## config.mk

```make
export PLATFORM = sky130hd
export DESIGN_NAME = dac_wave_ctrl_flat
export DESIGN_NICKNAME = d
export VERILOG_FILES = /design/src/rtl/dac_wave_ctrl_if.sv /design/src/rtl/dac_wave_ctrl.sv /design/src/flat_wrapper.sv
export SDC_FILE = /design/constraint.sdc
export NUM_CORES = 1
export LEC_CHECK = 0
export ABC_AREA = 1
export CORE_UTILIZATION = 44
export DETAILED_ROUTE_END_ITERATION = 10
export HOLD_SLACK_MARGIN = 0.05
export PLACE_DENSITY = 0.73
export SLEW_MARGIN = 20
export SYNTH_ARGS = -nofsm -noshare
export SYNTH_HDL_FRONTEND = slang
export SYNTH_SLANG_ARGS = --single-unit
```

## constraint.sdc

```tcl
create_clock -name clk -period 2.5 [get_ports clk]
set_clock_uncertainty 0.1 [all_clocks]
set_input_delay 0.375 -clock clk [delete_from_list [all_inputs] [get_ports clk]]
set_output_delay 0.375 -clock clk [all_outputs]
set_load 0.1 [all_outputs]
```

## src/rtl/dac_wave_ctrl_if.sv

```systemverilog
// Configuration write port for dac_wave_ctrl: valid/ready handshake carrying
// target channel, waveform mode, step/level and tick divider.
interface dac_wave_ctrl_if #(
  parameter int CH_W  = 1,
  parameter int DAC_W = 8,
  parameter int DIV_W = 8
);
  logic             cfg_valid;
  logic             cfg_ready;
  logic [CH_W-1:0]  cfg_ch;
  logic [1:0]       cfg_mode;
  logic [DAC_W-1:0] cfg_step;
  logic [DIV_W-1:0] cfg_div;

  modport master (
    output cfg_valid, cfg_ch, cfg_mode, cfg_step, cfg_div,
    input  cfg_ready
  );

  modport slave (
    input  cfg_valid, cfg_ch, cfg_mode, cfg_step, cfg_div,
    output cfg_ready
  );
endinterface

```

## src/rtl/dac_wave_ctrl.sv

```systemverilog
// Multi-channel DAC waveform controller: each channel runs HOLD, SAW, TRI or SQR
// at its own step and tick period; config writes always override a pending tick.
module dac_wave_ctrl #(
  parameter int DAC_W = 8,
  parameter int DIV_W = 8,
  parameter int NCH   = 2,
  parameter int CH_W  = (NCH > 1) ? $clog2(NCH) : 1
) (
  input  logic                 clk,
  input  logic                 rst_n,
  input  logic                 ena,
  dac_wave_ctrl_if.slave       cfg,
  output logic [NCH*DAC_W-1:0] dac_code,
  output logic [NCH-1:0]       upd
);

  typedef enum logic [1:0] {
    MODE_HOLD = 2'd0,
    MODE_SAW  = 2'd1,
    MODE_TRI  = 2'd2,
    MODE_SQR  = 2'd3
  } mode_e;

  localparam logic [DAC_W-1:0] L_MAX   = {DAC_W{1'b1}};
  localparam logic [DAC_W-1:0] L_ZERO  = {DAC_W{1'b0}};
  localparam logic [DIV_W-1:0] L_CNT0  = {DIV_W{1'b0}};
  localparam logic [DIV_W-1:0] L_CNT1  = {{(DIV_W-1){1'b0}}, 1'b1};

  logic r_ready;
  logic w_wr;

  assign w_wr          = cfg.cfg_valid & r_ready;
  assign cfg.cfg_ready = r_ready;

  // Ready rises on the first edge after reset and drops for the commit cycle of each write
  always_ff @(posedge clk or negedge rst_n) begin
    if (!rst_n) begin
      r_ready <= 1'b0;
    end else begin
      r_ready <= ~w_wr;
    end
  end

  for (genvar k = 0; k < NCH; k++) begin : g_ch
    localparam logic [CH_W-1:0] L_CH = CH_W'(k);

    mode_e            r_mode;
    logic [DAC_W-1:0] r_step;
    logic [DIV_W-1:0] r_div;
    logic [DIV_W-1:0] r_cnt;
    logic [DAC_W-1:0] r_code;
    logic             r_dn;
    logic             r_upd;

    logic             w_sel;
    logic             w_tick;
    logic [DAC_W:0]   w_sum;
    logic [DAC_W-1:0] w_nxt_code;
    logic             w_nxt_dn;

    // Out-of-range channel numbers never match, so such writes are silently dropped
    assign w_sel  = w_wr & (cfg.cfg_ch == L_CH);
    assign w_tick = ena & (r_cnt == r_div);
    assign w_sum  = {1'b0, r_code} + {1'b0, r_step};

    // Code and direction this channel would take on its next tick
    always_comb begin
      w_nxt_code = r_code;
      w_nxt_dn   = r_dn;
      case (r_mode)
        MODE_HOLD: begin
          w_nxt_code = r_code;
        end
        MODE_SAW: begin
          w_nxt_code = w_sum[DAC_W-1:0];
        end
        MODE_TRI: begin
          if (!r_dn) begin
            if (w_sum >= {1'b0, L_MAX}) begin
              w_nxt_code = L_MAX;
              w_nxt_dn   = 1'b1;
            end else begin
              w_nxt_code = w_sum[DAC_W-1:0];
              w_nxt_dn   = 1'b0;
            end
          end else begin
            if (r_code <= r_step) begin
              w_nxt_code = L_ZERO;
              w_nxt_dn   = 1'b0;
            end else begin
              w_nxt_code = r_code - r_step;
              w_nxt_dn   = 1'b1;
            end
          end
        end
        MODE_SQR: begin
          w_nxt_code = (r_code == L_ZERO) ? L_MAX : L_ZERO;
        end
        default: begin
          w_nxt_code = r_code;
        end
      endcase
    end

    // Channel state: a write wins over a same-edge tick; upd only on a real code change
    always_ff @(posedge clk or negedge rst_n) begin
      if (!rst_n) begin
        r_mode <= MODE_HOLD;
        r_step <= L_ZERO;
        r_div  <= L_CNT0;
        r_cnt  <= L_CNT0;
        r_code <= L_ZERO;
        r_dn   <= 1'b0;
        r_upd  <= 1'b0;
      end else if (w_sel) begin
        r_mode <= mode_e'(cfg.cfg_mode);
        r_step <= cfg.cfg_step;
        r_div  <= cfg.cfg_div;
        r_cnt  <= L_CNT0;
        r_code <= (mode_e'(cfg.cfg_mode) == MODE_HOLD) ? cfg.cfg_step : L_ZERO;
        r_dn   <= 1'b0;
        r_upd  <= 1'b0;
      end else if (w_tick) begin
        r_cnt  <= L_CNT0;
        r_code <= w_nxt_code;
        r_dn   <= w_nxt_dn;
        r_upd  <= (w_nxt_code != r_code);
      end else if (ena) begin
        r_cnt  <= r_cnt + L_CNT1;
        r_upd  <= 1'b0;
      end else begin
        r_upd  <= 1'b0;
      end
    end

    assign dac_code[k*DAC_W +: DAC_W] = r_code;
    assign upd[k]                     = r_upd;
  end

endmodule

```

## src/flat_wrapper.sv

```systemverilog
// flat-port wrapper written by rule: the top's interface ports become plain ports
module dac_wave_ctrl_flat 
#(
  parameter int DAC_W = 8,
  parameter int DIV_W = 8,
  parameter int NCH   = 2,
  parameter int CH_W  = (NCH > 1) ? $clog2(NCH) : 1
)
  (clk, rst_n, ena, dac_code, upd, cfg_cfg_valid, cfg_cfg_ch, cfg_cfg_mode, cfg_cfg_step, cfg_cfg_div, cfg_cfg_ready);
  dac_wave_ctrl_if #(.CH_W(CH_W), .DAC_W(DAC_W), .DIV_W(DIV_W)) cfg_i ();
  input  logic clk;
  input  logic rst_n;
  input  logic ena;
  output logic [NCH*DAC_W-1:0] dac_code;
  output logic [NCH-1:0] upd;
  input wire logic [$bits(cfg_i.cfg_valid)-1:0] cfg_cfg_valid;
  input wire logic [$bits(cfg_i.cfg_ch)-1:0] cfg_cfg_ch;
  input wire logic [$bits(cfg_i.cfg_mode)-1:0] cfg_cfg_mode;
  input wire logic [$bits(cfg_i.cfg_step)-1:0] cfg_cfg_step;
  input wire logic [$bits(cfg_i.cfg_div)-1:0] cfg_cfg_div;
  output wire logic [$bits(cfg_i.cfg_ready)-1:0] cfg_cfg_ready;
  assign cfg_i.cfg_valid = cfg_cfg_valid;
  assign cfg_i.cfg_ch = cfg_cfg_ch;
  assign cfg_i.cfg_mode = cfg_cfg_mode;
  assign cfg_i.cfg_step = cfg_cfg_step;
  assign cfg_i.cfg_div = cfg_cfg_div;
  assign cfg_cfg_ready = cfg_i.cfg_ready;
  dac_wave_ctrl #(.DAC_W(DAC_W), .DIV_W(DIV_W), .NCH(NCH), .CH_W(CH_W)) u_core (.clk(clk), .rst_n(rst_n), .ena(ena), .cfg(cfg_i), .dac_code(dac_code), .upd(upd));
endmodule
```

## Yosys cells after proc, flatten, opt, wreduce, memory -nomap -nowiden

Index checks and enable logic that the tools add are counted.

| word-level totals | value |
|---|---|
| bits in latches | 0 |
| RAM bits | 0 |
| memory bits (read-only) | 0 |
| word-level logic and storage cells | 92 |
| register bits | 73 |
| memories kept | 0 |

| cells by class | value |
|---|---|
| shift operators | 0 |
| div/mod/pow operators | 0 |
| equality and inequality tests | 10 |
| mux-type cells | 37 |
| multipliers | 0 |
| add/subtract/negate cells | 6 |
| reduce and logical (&&, ||, !) cells | 13 |
| bitwise logic cells | 7 |
| magnitude comparators | 4 |

Operator list:

| kind | count |
|---|---|
| 8-bit two-way mux | 19 |
| 8-bit one-hot mux with 4 select lines | 2 |
| 8-bit by 8-bit adder with 9-bit output | 2 |
| 9-bit by 8-bit >= comparator with 1-bit output, second input constant | 2 |
| 8-bit by 1-bit adder with 8-bit output, second input constant | 2 |
| 8-bit equality test | 2 |
| 8-bit <= comparator | 2 |
| 8-bit logical NOT | 2 |
| 1-bit two-way mux | 16 |
| 8-bit inequality test | 2 |
| 8-bit subtractor | 2 |
| 2-bit equality test, second input constant | 4 |
| 2-bit nonzero test | 4 |
| 2-bit logical NOT | 3 |
| 3-bit nonzero test | 2 |
| 1-bit bitwise AND | 5 |
| 2-bit by 1-bit equality test with 1-bit output, second input constant | 2 |
| 2-bit AND reduction | 2 |
| 1-bit NOT | 2 |

## Logic depth before layout (Yosys ltp)

Gate-level depths: netlist of run 1.

| logic depth | value |
|---|---|
| depth in word-level cells | 8 |
| gate-level depth with buffers | 20 |
| mapped depth without buffers | 20 |

## Least setup slack after synthesis of run 1

OpenSTA, ideal clock, no wires.

| path | value |
|---|---|
| path kind | register to register |
| from | register u_core.g_ch[1].r_code[1] |
| to | register u_core.g_ch[1].r_upd |
| data arrival time | 2935 ps |
| data required time | 2270 ps |
| path slack | -665 ps |
| cell stages (with the launch flop) | 15 |
| path through | dfrtp_1 > inv_1 > fa_1 > o21ai_2 > nand2_2 > nor2_2 > nor2_8 > o21ai_2 > a21oi_1 > o21ai_1 > nand2_1 > nand2_1 > nand3_1 > nor2_1 > a21oi_2 |

| on the way | value |
|---|---|
| cells in the longest elaborated chain, start to end | 8 |
| elaborated cells on any way between the ends | 13 |

Ends and longest elaborated chain:

| what | line | text |
|---|---|---|
| start: declaration | dac_wave_ctrl.sv:51 | `logic [DAC_W-1:0] r_code;` |
| start signal: assignment | dac_wave_ctrl.sv:120 | `r_code <= (mode_e'(cfg.cfg_mode) == MODE_HOLD) ? cfg.cfg_step : L_ZERO;` |
| start signal: assignment | dac_wave_ctrl.sv:125 | `r_code <= w_nxt_code;` |
| 8-bit by 8-bit adder with 9-bit output | dac_wave_ctrl.sv:64 | `assign w_sum = {1'b0, r_code} + {1'b0, r_step};` |
| 9-bit by 8-bit >= comparator with 1-bit output | dac_wave_ctrl.sv:79 | `if (w_sum >= {1'b0, L_MAX}) begin` |
| 8-bit two-way mux | dac_wave_ctrl.sv:79 |  |
| 8-bit two-way mux | dac_wave_ctrl.sv:78 | `if (!r_dn) begin` |
| 8-bit one-hot mux with 4 select lines | dac_wave_ctrl.sv:70 | `case (r_mode)` |
| 8-bit inequality test * | dac_wave_ctrl.sv:127 | `r_upd <= (w_nxt_code != r_code);` |
| 1-bit two-way mux * | dac_wave_ctrl.sv:123 | `end else if (w_tick) begin` |
| 1-bit two-way mux * | dac_wave_ctrl.sv:115 | `end else if (w_sel) begin` |
| end signal: assignment | dac_wave_ctrl.sv:127 |  |
| end: declaration | dac_wave_ctrl.sv:53 | `logic r_upd;` |

Mark *: on every way between the ends. The rest lies on a longest branch, timed or not.
A chain may end at the register's enable or synchronous reset.

## Worst setup path after layout of run 1

| path | value |
|---|---|
| from | register u_core.g_ch[1].r_code[0] |
| to | register u_core.g_ch[1].r_upd |

Same word-level chain as after synthesis.

==> impl_metrics.yaml, run 1 <==
status:
  status: "complete, but fails checks"
  violations: "negative setup slack"
cells_and_area:
  nets: 993
  diodes: 0
  areaGrowthSynthToFinish_pct: 29.2
  drive_gt1_share_pct: 26.3
critical_path:
  critPathSlowestCell: "dfrtp_4"
  crit_arrival_ns: 2.71
  critPathMaxStageDelay_ns: 0.51
  startpoint_type: "flip-flop"
  r2r_end: "u_core.g_ch[1].r_upd$_DFF_PN0_"
  crit_buf_inv: 2
  ff2ff_path_depth: 18
  cp_top_family: "simple AND/OR/NAND/NOR gates"
  reg2reg_from: "u_core.g_ch[1].r_code[0]$_DFFE_PN0P_"
  path_cells: "inv_4 > ha_4 > inv_2 > fa_2 > nand2_2 > nand2_2 > nand3_2 > a21oi_4 > nor2_4 > nor2_4 > a21oi_2 > o21ai_2 > nand2_1 > nand2_1 > nand2_1 > nand3_2 > nor2_4 > a21oi_2"
  path_depth: 18
  r2r_slack_ns: -0.11
  cp-startpoint: "u_core.g_ch[1].r_code[0]$_DFFE_PN0P_"
  critPathRequiredTime_ns: 2.60
  crit_path_end: "u_core.g_ch[1].r_upd$_DFF_PN0_"
  worst_setup_path_end_kind: "flip-flop"
  crit_fanout: 5
  crit_type: "reg2reg"
logic_synthesis:
  synth-xor-area-share_pct: 3.47
  synthMuxAreaShare_pct: 0
  synth_ff_type: "dfrtp_1"
  syn_area_per_cell_sq_um: 6.96
  synth-simple-area-share_pct: 31.8
  synthAdderAreaFrac_pct: 8.70
  synth_compound_area_share_pct: 14.1
  yosys_warnings: 0
  synth_seq_cells: 73
  synthDistinctLibCells: 48
  async_flop_share_pct: 100
  synth_top_family_by_area: "simple AND/OR/NAND/NOR gates"
  ys_seq_area_share_pct: 31.4
  synthCells: 835
  synth-edff-count: 0
  synth_area_sq_um: 5810
  synth_fp_nets: 896
floorplanning:
  die_x_microns: 117
  dieArea_sq_um: 13700
  initial_core_util_pct: 45.5
  chipHeight_microns: 117
  io_pins: 42
  row_count: 41
  coreArea_sq_um: 12800
hold_path:
  hold_path.class: "reg2reg"
  hold_start: "u_core.g_ch[0].r_div[3]$_DFFE_PN0P_"
sta:
  hold_viol: 0
  drv_slew: 0
  fin_crit_ns: 2.61
  whs_ns: 0.400
  slew_headroom_pct: 51.2
  max_freq_ghz: 0.383
  min_period_over_period_pct: 104
  fin_ws_ns: -0.108
  tightest_slew_ns: 0.732
  finalSetupViolCount: 3
  rsz0062_at_grt: "yes"
power_and_ir_drop:
  report.power.total_w: 0.00700
  pwr_density_cell_nw_per_um2: 932
  leakage_nw: 3.67
  vdd_drop_max_uv: 591
grt:
  grt_usage_pct: 24.2
  grt_pass1_vias: 5494
  antenna_found_initial: 0
  met2_usage_pct: 39.7
  grt_use_met1_pct: 32.0
  grt_max_degree: 35
  grtUsageMet3_pct: 4.17
  grt.busiest_layer: "met2"
  grt_pass1_wl_mm: 25.8
  grt_overflow_total: 0
detailed_routing:
  drt-vias-per-instance: 5.26
  detail_route.iter0.violations: 409
  drt_first_pass_iters: 5
  ant_nets: 0
  drc: 0
  drt-total-wl_mm: 16.0
  vias: 5837
  wire_per_inst_microns: 14.4
placement:
  dp_hpwl_mm: 11.9
  port_buffers: 41
  gp_congestion: 0.901
  place_worst_setup_slack_ns: -0.118
clock_network:
  cts_tree: "yes"
  cts_root_buf: "clkbuf_16"
  insertion_delay_ns: 0.34
  cts_buffer_depth: 2
  cts_buffers: 9
  clkSinkCount: 73
  clk_pin_slew_ns: 0.06
  h-tree-depth: 3
flow_run:
  maxCapViolations: 0
[cell usage after synthesis (4+ instances only)]
| cell type | n | area share [%] |
|---|---|---|
| inv_1 | 115 | 7.4 |
| xnor2_1 | 5 | 0.75 |
| xor2_1 | 18 | 2.7 |
| dfrtp_1 | 73 | 31 |
| nor2_2 | 6 | 0.65 |
| nor3_1 | 7 | 0.60 |
| fa_1 | 4 | 1.4 |
| nand2_2 | 7 | 0.75 |
| a21oi_2 | 7 | 1.1 |
| a21oi_1 | 28 | 2.4 |
| nand3_1 | 87 | 7.5 |
| o221ai_1 | 16 | 2.4 |
| clkinv_1 | 4 | 0.26 |
| inv_2 | 12 | 0.77 |
| nand4_1 | 17 | 1.8 |
| ha_1 | 34 | 7.3 |
| clkbuf_1 | 11 | 0.71 |
| nand2_1 | 209 | 13 |
| o21ai_0 | 64 | 5.5 |
| o21ai_1 | 5 | 0.43 |
| nor2_1 | 60 | 3.9 |
| or2_2 | 4 | 0.43 |
[metal layers]
layer  up-vias  part of all wire (%)
met4         0                   2.5
li1       2913                     -
met1      2711                    45
met2       180                    47
met5         -                     0
met3        33                   5.4
[through the flow]
stage | TNS [ns] | area, sq um | cells | util (%)
floorplan | -0.0936 | 5920 | 835 | -
global placement | -0.0956 | 6770 | 1078 | 53.0
detailed placement | -0.168 | 6770 | 1078 | 53.0
CTS | -0.106 | 7210 | 1104 | 56.4
global route | -0.917 | 7510 | 1109 | 58.8
finish | -0.200 | 7510 | 1109 | 58.8
[sequential cells by signal, indices dropped and copies added, names as in the netlist]
signal                flops
u_core.g_ch.r_upd         2
u_core.g_ch.r_div        16
u_core.g_ch.r_mode        4
u_core.cfg.cfg_ready      1
u_core.g_ch.r_step       16
u_core.g_ch.r_code       16
u_core.g_ch.r_dn          2
u_core.g_ch.r_cnt        16
[timing repair]
| action | 4_1_cts | 5_1_grt |
|---|---|---|
| pin swaps | 14 | 35 |
| hold endpoints to repair | 30 | 0 |
| setup buffers | 9 | 5 |
| resized for setup | 16 | 72 |
| hold buffers | 1 | 0 |
| setup endpoints to repair | 2 | 17 |
[worst min-delay path by stage]
stage | to | slack (ns) | cells past startpoint
floorplan | u_core.cfg.cfg_ready$_DFF_PN0_ | -0.02 | 0
global placement | u_core.g_ch[0].r_code[0]$_DFFE_PN0P_ | 0.26 | 1
detailed placement | u_core.g_ch[0].r_code[0]$_DFFE_PN0P_ | 0.26 | 1
CTS | u_core.cfg.cfg_ready$_DFF_PN0_ | 0.40 | 1
global route | u_core.g_ch[0].r_div[3]$_DFFE_PN0P_ | 0.43 | 2
finish | u_core.g_ch[0].r_div[3]$_DFFE_PN0P_ | 0.40 | 2
[power by group]
group          internal (W)  switching, W  total [W]  leakage [nW]
Clock              0.000776      0.000512    0.00129         0.147
Combinational       0.00155       0.00255    0.00409          2.61
Sequential          0.00141      0.000213    0.00162         0.914
Total               0.00373       0.00327    0.00700          3.67
[area by class of cell]
cell class	count	area, sq um
sequential	73	1860
timing repair buffer	107	902
tap	172	215
clock inverter	6	66.3
inverter	131	499
fill	1158	5260
clock buffer	10	229
multi-input combinational	610	3740
[tightest hold or removal path, cell delays in order, from the launching register on]
cell and delay [ns]:
dfrtp_1 0.35, nand2_1 0.05, o21ai_0 0.06
[layout by cell type, fill, tap and decap left out, types with 21 or more instances in the layout]
| master | synthesis | layout |
|---|---|---|
| a21oi_1 | 28 | 25 |
| buf_4 | 3 | 78 |
| clkdlybuf4s50_1 | 0 | 21 |
| dfrtp_1 | 73 | 55 |
| ha_1 | 34 | 21 |
| inv_1 | 115 | 105 |
| nand2_1 | 209 | 192 |
| nand2_2 | 7 | 22 |
| nand3_1 | 87 | 72 |
| nor2_1 | 60 | 49 |
| o21ai_0 | 64 | 59 |
[cell families after synthesis]
family | after synthesis
buffers and inverters | 152
flip-flops | 73
AO/OA/AOI/OAI | 136
XOR/XNOR | 23
AND/OR/NAND/NOR | 413
adder cells (fa/ha/maj) | 38
Note: power is estimated with default switching activity, not from simulation.
==> run 2: changes to the inputs <==
--- a/config.mk
+++ b/config.mk
@@ -6,10 +6,10 @@
 export NUM_CORES = 1
 export LEC_CHECK = 0
 export ABC_AREA = 1
-export CORE_UTILIZATION = 44
+export CORE_UTILIZATION = 54
 export DETAILED_ROUTE_END_ITERATION = 10
 export HOLD_SLACK_MARGIN = 0.05
-export PLACE_DENSITY = 0.73
+export PLACE_DENSITY = 0.85
 export SLEW_MARGIN = 20
 export SYNTH_ARGS = -nofsm -noshare
 export SYNTH_HDL_FRONTEND = slang
==> run 2 against run 1 <==
- the run still ends with negative setup slack left
- setup slack got worse by 0.029 ns
- highest routed layer unchanged
- maximum frequency fell by 1.1%
- total power fell by 2.7%
- critical path depth did not move
- routed wire length rose by 7.1%
- register-to-register slack got worse by 0.03 ns
- via count rose by 6.0%
- sequential power barely moved
- utilization rose by 13 points
- design area fell by 1.3%
- clock power fell by 30%
==> impl_metrics.yaml, run 2 (synthesis results as in run 1) <==
status:
  violations: "negative setup slack"
  status: "complete, but fails checks"
detailed_routing:
  detail_route.iter0.violations: 728
  vias: 6190
  wire_per_inst_microns: 15.8
  ant_nets: 0
  drt_first_pass_iters: 5
  drt-total-wl_mm: 17.1
  drt-vias-per-instance: 5.73
  drc: 0
grt:
  antenna_found_initial: 0
  grt_pass1_wl_mm: 26.7
  grt_max_degree: 66
  grt_usage_pct: 30.1
  grt_overflow_total: 0
  grt_pass1_vias: 5736
cells_and_area:
  layout_common_cells: "191 x nand2_1, 104 x inv_1, 89 x buf_4"
  nets: 1000
  fin_util_pct: 71.5
  stdcell_count: 1080
  fin_area_sq_um: 7420
  diodes: 0
  layout_commonest_cell: "nand2_1"
  areaGrowthSynthToFinish_pct: 27.6
  drive_gt1_share_pct: 27.3
sta:
  tightest_slew_ns: 1.17
  min_period_over_period_pct: 105
  finalSetupViolCount: 3
  hold_viol: 0
  rsz0062_at_grt: "yes"
  fin_setup_tns_ns: -0.302
  slew_headroom_pct: 22.0
  fin_ws_ns: -0.137
  drv_slew: 0
  max_freq_ghz: 0.379
  fin_crit_ns: 2.64
hold_path:
  hold_path.class: "reg2reg"
critical_path:
  cp-startpoint: "u_core.g_ch[1].r_code[0]$_DFFE_PN0P_"
  ff2ff_path_depth: 18
  crit_path_end: "u_core.g_ch[1].r_upd$_DFF_PN0_"
  r2r_slack_ns: -0.14
  crit_arrival_ns: 2.80
  crit_type: "reg2reg"
  reg2reg_from: "u_core.g_ch[1].r_code[0]$_DFFE_PN0P_"
  startpoint_type: "flip-flop"
  worst_setup_path_end_kind: "flip-flop"
  r2r_end: "u_core.g_ch[1].r_upd$_DFF_PN0_"
  critPathRequiredTime_ns: 2.66
  crit_fanout: 5
placement:
  port_buffers: 41
  dp_hpwl_mm: 11.9
  place_inst: 1042
  gp_congestion: 0.936
  dpl_cell_area_sq_um: 6720
power_and_ir_drop:
  vdd_drop_max_uv: 492
  leakage_nw: 3.63
  pwr_density_cell_nw_per_um2: 919
clock_network:
  insertion_delay_ns: 0.38
  cts_root_buf: "clkbuf_8"
  cts_tree: "yes"
  clk_pin_slew_ns: 0.09
  cts_buffers: 9
  cts_buffer_depth: 2
  h-tree-depth: 3
  clkSinkCount: 73
floorplanning:
  initial_core_util_pct: 56.1
  chipHeight_microns: 106
  dieArea_sq_um: 11200
  coreArea_sq_um: 10400
  io_pins: 42
  die_x_microns: 106
  row_count: 37
flow_run:
  maxCapViolations: 0
run 2: cell types whose count changed in the layout (fill, tap and decap cells not counted), moves of 3 or more:
cell       before  now
o21ai_0        59   55
clkbuf_8        0   11
buf_4          78   89
clkbuf_16       9    0
o21ai_1         8   11
run 2: worst min path at each step:
stage                                         startpoint                        endpoint  slack [ns]  cells after the start
after global placement    u_core.cfg.cfg_ready$_DFF_PN0_  u_core.cfg.cfg_ready$_DFF_PN0_        0.38                      1
after detailed placement  u_core.cfg.cfg_ready$_DFF_PN0_  u_core.cfg.cfg_ready$_DFF_PN0_        0.38                      1
after global routing      u_core.cfg.cfg_ready$_DFF_PN0_  u_core.cfg.cfg_ready$_DFF_PN0_        0.42                      1
final                     u_core.cfg.cfg_ready$_DFF_PN0_  u_core.cfg.cfg_ready$_DFF_PN0_        0.38                      1
after floorplan                                    rst_n  u_core.cfg.cfg_ready$_DFF_PN0_       -0.02                      0
after CTS                 u_core.cfg.cfg_ready$_DFF_PN0_  u_core.cfg.cfg_ready$_DFF_PN0_        0.39                      1
run 2: cell type report:
type	instances	area (sq um)
clock buffers	13	159
flip-flops and latches	73	1860
repair buffers	114	922
multi-input cells	610	3780
well taps	136	170
fillers	778	2950
clock inverters	3	23.8
inverters	131	502
run 2: per-stage QoR:
step / power, W / setup slack, ns / hold slack [ns]
final: 0.00681 / -0.137 / 0.384
after global routing: 0.00726 / -0.302 / 0.415
after CTS: 0.00634 / -0.0464 / 0.386
after detailed placement: 0.00520 / -0.125 / 0.375
after global placement: 0.00512 / -0.0417 / 0.377
after floorplan: 0.00418 / -0.0502 / -0.0206
run 2: where the power goes:
group	switching (W)	internal, W
Sequential	0.000216	0.00140
Clock	0.000478	0.000419
Combinational	0.00268	0.00162
Total	0.00337	0.00344
run 2: per-layer routing:
metal	up-vias	track usage, %	share of wire, %
met2	318	51.7	49
met4	0	12.1	4.0
met3	71	5.44	7.5
li1	2934	-	-
met5	-	0	0
met1	2867	37.1	40
run 2: what timing repair did:
item / CTS / global route
endpoints found under the setup margin: 3 / 17
pin swaps: 26 / 34
hold buffers: 1 / 0
setup buffers: 18 / 5
endpoints found under the hold margin: 64 / 0
gates resized for setup: 24 / 73
run 2: worst max-delay path, stage by stage (launching register included):
cell	delay, ns
dfrtp_4	0.52
inv_4	0.07
ha_4	0.13
inv_4	0.03
fa_2	0.34
nand2_2	0.08
nand2_2	0.06
nand3_2	0.08
a21oi_2	0.08
nor2_2	0.20
nor2_4	0.09
a21oi_2	0.15
o21ai_2	0.08
nand2_2	0.08
nand2_1	0.06
nand2_1	0.07
nand3_2	0.09
nor2_4	0.15
a21oi_2	0.06
